File: src/rtl/fns_cac_decoder_4_5.sv
// FNS 4-data/5-redundant TSV decoder: rebuilds the Fibonacci weight map one TSV
// per cycle, skipping faulty TSVs, and returns data, enable map and error flags.
module fns_cac_decoder_4_5 #(
   parameter int DATA_W = 4,
   parameter int N_TSV  = 9
) (
   input  logic              clk,
   input  logic              rst_n,
   input  logic              in_valid,
   output logic              in_ready,
   input  logic [N_TSV-1:0]  tsv_bits,
   input  logic [N_TSV-1:0]  f_flag,
   output logic              out_valid,
   input  logic              out_ready,
   output logic [DATA_W-1:0] data_out,
   output logic [N_TSV-1:0]  en_flag_out,
   output logic              err_range,
   output logic              err_cover
);

   localparam int WW    = DATA_W + 1;
   localparam int AW    = DATA_W + 2;
   localparam int IDX_W = $clog2(N_TSV);
   localparam int SAT   = 1 << DATA_W;

   typedef enum logic [1:0] {IDLE, SCAN, DONE} state_t;

   state_t             r_state;
   logic [N_TSV-1:0]   r_tsv;
   logic [N_TSV-1:0]   r_flt;
   logic [WW-1:0]      r_a;
   logic [WW-1:0]      r_b;
   logic [AW-1:0]      r_acc;
   logic [IDX_W-1:0]   r_idx;
   logic               r_sat;
   logic [N_TSV-1:0]   r_en;
   logic               r_out_valid;
   logic [DATA_W-1:0]  r_data;
   logic [N_TSV-1:0]   r_en_out;
   logic               r_err_range;
   logic               r_err_cover;

   logic [AW-1:0]      w_w;
   logic               w_err_range;
   logic               w_err_cover;

   assign w_w         = AW'(r_a) + AW'(r_b);
   assign w_err_cover = ~r_sat;
   assign w_err_range = r_sat & (r_acc >= AW'(SAT));

   assign in_ready    = (r_state == IDLE) && rst_n;
   assign out_valid   = r_out_valid;
   assign data_out    = r_data;
   assign en_flag_out = r_en_out;
   assign err_range   = r_err_range;
   assign err_cover   = r_err_cover;

   always_ff @(posedge clk) begin
      if (!rst_n) begin
         r_state     <= IDLE;
         r_tsv       <= '0;
         r_flt       <= '0;
         r_a         <= '0;
         r_b         <= '0;
         r_acc       <= '0;
         r_idx       <= '0;
         r_sat       <= 1'b0;
         r_en        <= '0;
         r_out_valid <= 1'b0;
         r_data      <= '0;
         r_en_out    <= '0;
         r_err_range <= 1'b0;
         r_err_cover <= 1'b0;
      end else begin
         case (r_state)
            IDLE: begin
               if (in_valid) begin
                  r_tsv   <= tsv_bits;
                  r_flt   <= f_flag;
                  r_a     <= '0;
                  r_b     <= WW'(1);
                  r_acc   <= '0;
                  r_idx   <= '0;
                  r_sat   <= 1'b0;
                  r_en    <= '0;
                  r_state <= SCAN;
               end
            end
            SCAN: begin
               // Faulty TSVs and everything after saturation stay disabled.
               if (!r_flt[r_idx] && !r_sat) begin
                  if (w_w >= AW'(SAT)) begin
                     r_sat <= 1'b1;
                  end else begin
                     r_en[r_idx] <= 1'b1;
                     if (r_tsv[r_idx]) r_acc <= r_acc + w_w;
                     r_a <= r_b;
                     r_b <= w_w[WW-1:0];
                  end
               end
               if (r_idx == IDX_W'(N_TSV - 1)) r_state <= DONE;
               else                             r_idx   <= r_idx + 1'b1;
            end
            DONE: begin
               // First DONE cycle latches the result; afterwards hold until taken.
               if (!r_out_valid) begin
                  r_out_valid <= 1'b1;
                  r_err_cover <= w_err_cover;
                  r_err_range <= w_err_range;
                  r_data      <= (w_err_cover || w_err_range) ? '0 : r_acc[DATA_W-1:0];
                  r_en_out    <= r_en;
               end else if (out_ready) begin
                  r_out_valid <= 1'b0;
                  r_state     <= IDLE;
               end
            end
            default: r_state <= IDLE;
         endcase
      end
   end

endmodule
File: config.mk
export PLATFORM = sky130hd
export DESIGN_NAME = fns_cac_decoder_4_5
export DESIGN_NICKNAME = d
export VERILOG_FILES = /design/src/rtl/fns_cac_decoder_4_5.sv
export SDC_FILE = /design/constraint.sdc
export NUM_CORES = 1
export LEC_CHECK = 0
export CAP_MARGIN = 20
export CORE_MARGIN = 4
export CORE_UTILIZATION = 49
export CTS_CLUSTER_DIAMETER = 80
export CTS_CLUSTER_SIZE = 30
export DETAILED_ROUTE_END_ITERATION = 7
export PLACE_DENSITY = 0.73
export SLEW_MARGIN = 15
export SYNTH_ARGS = -nofsm -noshare
export SYNTH_HDL_FRONTEND = slang
export SYNTH_SLANG_ARGS = --single-unit
export TNS_END_PERCENT = 10
File: constraint.sdc
create_clock -name clk -period 2.5 [get_ports clk]
set_input_delay 0.5 -clock clk [delete_from_list [all_inputs] [get_ports clk]]
set_output_delay 0.5 -clock clk [all_outputs]
set_load 0.02 [all_outputs]
## Word level (Yosys, flattened, before mapping)

Index checks and enable logic that the tools add are counted.

- $add $sub $neg: 3
- Order comparisons: 4
- Equal/unequal tests: 12
- Mux-type cells: 38
- Bitwise gates (word level): 4
- Reduce and logical (&&, ||, !) cells: 15

Operators by type and width:

| kind | count |
|---|---|
| $mux 5 | 6 |
| $mux 9 | 3 |
| $mux 6 | 4 |
| $pmux 5 s2 | 2 |
| $ne 2x2->1 const B | 9 |
| $pmux 9 s2 | 1 |
| $ge 6x5->1 const B | 2 |
| $mux 4 | 3 |
| $pmux 6 s2 | 1 |
| $reduce_and 4->1 | 3 |
| $or 9x9->9 | 1 |
| $bmux 1 s4 | 2 |
| $mux 1 | 8 |
| $mux 2 | 4 |
| $pmux 4 s2 | 1 |
| $add 5x5->6 | 1 |
| $add 6x6->6 | 1 |
| $pmux 2 s3 | 1 |
| $lt 4x5->1 const B | 1 |
| $reduce_and 5->1 | 1 |
| $add 4x1->4 const B | 1 |
| $demux 1 s4 | 1 |
| $eq 4x4->1 const B | 1 |
| $ge 4x1->1 const B | 1 |
| other kinds (12) | 17 |

- Register bits: 66
- Input bits: 22
- Output and inout bits: 17
- Word-level logic and storage cells: 90

## Logic depth before layout (Yosys ltp)

- Word-level depth: 8
- Depth in mapped cells: 12
- Depth with buffers taken out: 12

## Least setup slack after synthesis

No wires, ideal clock.

- Path kind: register to register
- From: register r_a[0]
- To: register r_acc[5]
- Setup time: 0.070 ns
- Arrival time: 2.365 ns
- Data required time: 2.430 ns
- Setup slack: 0.065 ns
- Cell stages (with the launch flop): 11
- Buffers on the path: 0
- Period minus slack after synthesis: 2.435 ns
- Cell sequence: dfxtp_1 > ha_1 > fa_1 > xor2_1 > ha_1 > o21ai_0 > o21bai_1 > a21oi_1 > xnor2_1 > nor4b_1 > o2bb2ai_1

- Longest elaborated chain between the ends: 6
- Elaborated cells between the ends (all ways): 9
- Those cells by class: add/sub (2); order compare (1); eq/ne (1); mux (4); reduce/logical (1)

Ends and longest elaborated chain:

| element | RTL line | source |
|---|---|---|
| start, declared | 31 | `logic [WW-1:0] r_a;` |
| start signal, assigned | 97 | `r_a <= r_b;` |
| $add 5x5->6 * | 47 | `assign w_w = AW'(r_a) + AW'(r_b);` |
| $add 6x6->6 | 96 | `if (r_tsv[r_idx]) r_acc <= r_acc + w_w;` |
| $mux 6 | 96 |  |
| $mux 6 | 92 | `if (w_w >= AW'(SAT)) begin` |
| $mux 6 | 91 | `if (!r_flt[r_idx] && !r_sat) begin` |
| $pmux 6 s2 | 75 | `case (r_state)` |
| end signal, assigned | 96 |  |
| end, declared | 33 | `logic [AW-1:0] r_acc;` |

Mark *: on every way between the ends. The rest lies on a longest branch, timed or not. The select of a mux whose other input is x is not followed.
A chain may end at the register's enable or synchronous reset.

## Worst setup path in the final report

- From: input port rst_n
- To: output port in_ready

- Longest elaborated chain between the ends: 1

Ends and longest elaborated chain:

| element | RTL line | source |
|---|---|---|
| start, declared | 8 | `input logic rst_n,` |
| $logic_and 1x1->1 | 51 | `assign in_ready = (r_state == IDLE) && rst_n;` |
| end, declared | 10 | `output logic in_ready,` |

No other way between the ends.

==> out/metrics.cfg <==
[run_status]
status=complete, no violations

[clock_network]
root_buffer=clkbuf_8
ctsHtreeMaxLevel=3
cts_tree=yes
clk_latency_ps=350
cts_sinks=66
cts_buffer_depth=2
cts.clk_slew.worst_paths_ps=60
cts_made_buffers=9

[floorplan]
die-height_um=86.2
dieArea_um2=7430
rows=28
ios=39
start_util_pct=50.6
die_x_um=86.2
design.core.area_um2=5920

[worst_hold_path]
hold_start=r_tsv[8]
hold_class=reg -> reg
holdPathEnd=r_tsv[8]
min_path_cells=2

[worst_setup_path]
arrival_ps=1970
critPathRequiredTime_ps=2000
crit_path_end_kind=output pin
r2r_slack_ps=60
rr_endpoint=r_acc[5]
reg2reg_depth=13
path_class=in -> out
path_max_fanout=2
reg2reg_from=r_a[0]
critPathLaunchType=primary input

[logic_synthesis]
synth_most_common_cell=nand2_1
synthArstFlopShare_pct=0
netlist_top_cells_area=dfxtp_1 (44%), nand2_1 (9.3%), a21oi_1 (8.7%), ha_1 (5.8%), nor2_1 (3.4%)
yosysWarnings=0
synth_top_area_share_pct=44.1
synth_top_flop_cell=dfxtp_1
synth_nets=400
syn-cell-area_um2=3000
syn_inst=362
syn_area_per_cell_um2=8.27
ys_types=44
synth_top_cell_by_area=dfxtp_1
synthTopCellsByCount=nand2_1 (74), dfxtp_1 (66), a21oi_1 (52)
synth_edf_count=0
synth-seq-cells=66
seq_area_frac_synth_pct=44.1

[route]
drc=0
routed_wl_mm=6.96
drt_iter0_drc=192
post_drt_wl_per_cell_um=14.2
viasPerCell=5.45
routed-via-count=2669
drtPass1Iterations=4
ant_nets=0

[placement]
place_area_um2=3500
hpwl_mm=4.66
gp_congestion=0.953
port_buffers=38
post-place-cells=471

[grt]
grt_max_degree=54
antenna_found_initial=0
track_usage_pct=19.2
grt_pass1_vias=2505
grt_overflow=0
grt_pass1_wl_mm=11.5

[timing]
setup_viol=0
slew-limit-headroom_pct=38.9
fin_crit_sh_pct=98.9
period_needed_ps=2470
hold_violations=0
tightest_slew_ps=917
maxSlewViolCount=0
finClkSkew_ps=9.76
rsz0062_at_grt=yes
fin_setup_tns_ps=0
max_freq_ghz=0.404

[pwr]
p_leak_nw=1.41
peakVddDrop_mv=0.399
p_per_area_nw_per_um2=573

[final_layout]
syn_to_final_growth_pct=27.4
final_area_um2=3820
final_net_count=448
num_antenna_cells=0
fill_cells=504
drive_above_1_share_pct=14.5
fin_cells=490

[run]
drv_cap=0

==> state kept, by name (all words and copies together) (netlist names) <==
register and cells:
en_flag_out 9, r_en 9, r_flt 9, r_tsv 9, r_acc 6, r_a 5
r_b 5, data_out 4, r_idx 4, r_state 2, err_cover 1, err_range 1
out_valid 1, r_sat 1
==> worst max-delay path: stages <==
cell	delay, ps
clkdlybuf4s50_1	520
inv_2	50
nor3_1	230
clkdlybuf4s50_1	670
==> layout make-up <==
cell class | count | area, um2 | share of cell area, %
multi-input combinational | 268 | 1660 | 43.5
sequential | 66 | 1330 | 34.7
timing repair buffer | 57 | 523 | 13.7
clock buffer | 11 | 131 | 3.44
tap | 75 | 93.8 | 2.46
clock inverter | 5 | 55.1 | 1.44
inverter | 8 | 30.0 | 0.787
==> power breakdown <==
group,switching (W),total (W),internal (W)
clock,0.000400,0.000858,0.000457
sequential,0.0000185,0.00110,0.00108
combinational,0.000132,0.000233,0.000101
==> metrics by stage <==
| stage | total power (W) | hold slack [ps] | worst slack [ps] | util (%) |
|---|---|---|---|---|
| 6_report | 0.00219 | 452 | 27.0 | 64.5 |
| 5_1_grt | 0.00228 | 479 | -133 | 64.5 |
| 4_1_cts | 0.00220 | 455 | 8.03 | 62.6 |
| 3_5_place_dp | 0.00134 | 445 | -93.3 | 59.1 |
| 3_3_place_gp | 0.00134 | 442 | -9.80 | 59.1 |
| 2_1_floorplan | 0.00125 | 431 | 65.0 | - |
==> how the worst max path moves through the flow <==
stage                 from        to  slack, ps
global route        r_a[0]  r_acc[5]       -130
floorplan           r_a[0]  r_acc[5]         60
detailed placement  r_a[0]  r_acc[5]        -90
global placement    r_a[0]  r_acc[5]        -10
CTS                 r_a[0]  r_acc[5]          8
finish               rst_n  in_ready         30
==> placed cells by master, fill, tap and decap left out, drive strengths merged, types with 6 or more instances in the layout <==
| cell | count |
|---|---|
| a31oi | 8 |
| nand3 | 8 |
| nor2 | 27 |
| ha | 14 |
| clkbuf | 11 |
| nor3 | 6 |
| mux2i | 7 |
| nand2 | 74 |
| a21oi | 53 |
| dfxtp | 66 |
| o21ai | 10 |
| inv | 8 |
| clkdlybuf4s50 | 38 |
| buf | 19 |
==> metal layers <==
metal	wire length, um	vias up	GRT usage, %
met3	280	14	3.90
met1	3420	1248	26.3
li1	-	1349	-
met5	0	-	0
met4	159	0	8.64
met2	3100	58	29.4
==> cells by family (layout without fill, tap and decap cells) <==
family / after synthesis / after routing / synth area share, %
DFF: 66 / 66 / 44.1
adders and majority gates: 16 / 16 / 7.18
buffers and inverters: 28 / 81 / 3.97
AOI/OAI and AO/OA: 96 / 96 / 18.8
xor gates and xnor gates: 8 / 8 / 2.34
muxes: 8 / 8 / 2.72
and+or+nand+nor: 140 / 140 / 20.9
==> what timing repair did <==
action | 4_1_cts | 5_1_grt
hold buffers | 0 | 0
setup buffers | 1 | 2
endpoints found under the setup margin | 2 | 2
gates resized for setup | 4 | 18
pin swaps | 5 | 12
Power figures use the tool's default switching activity.
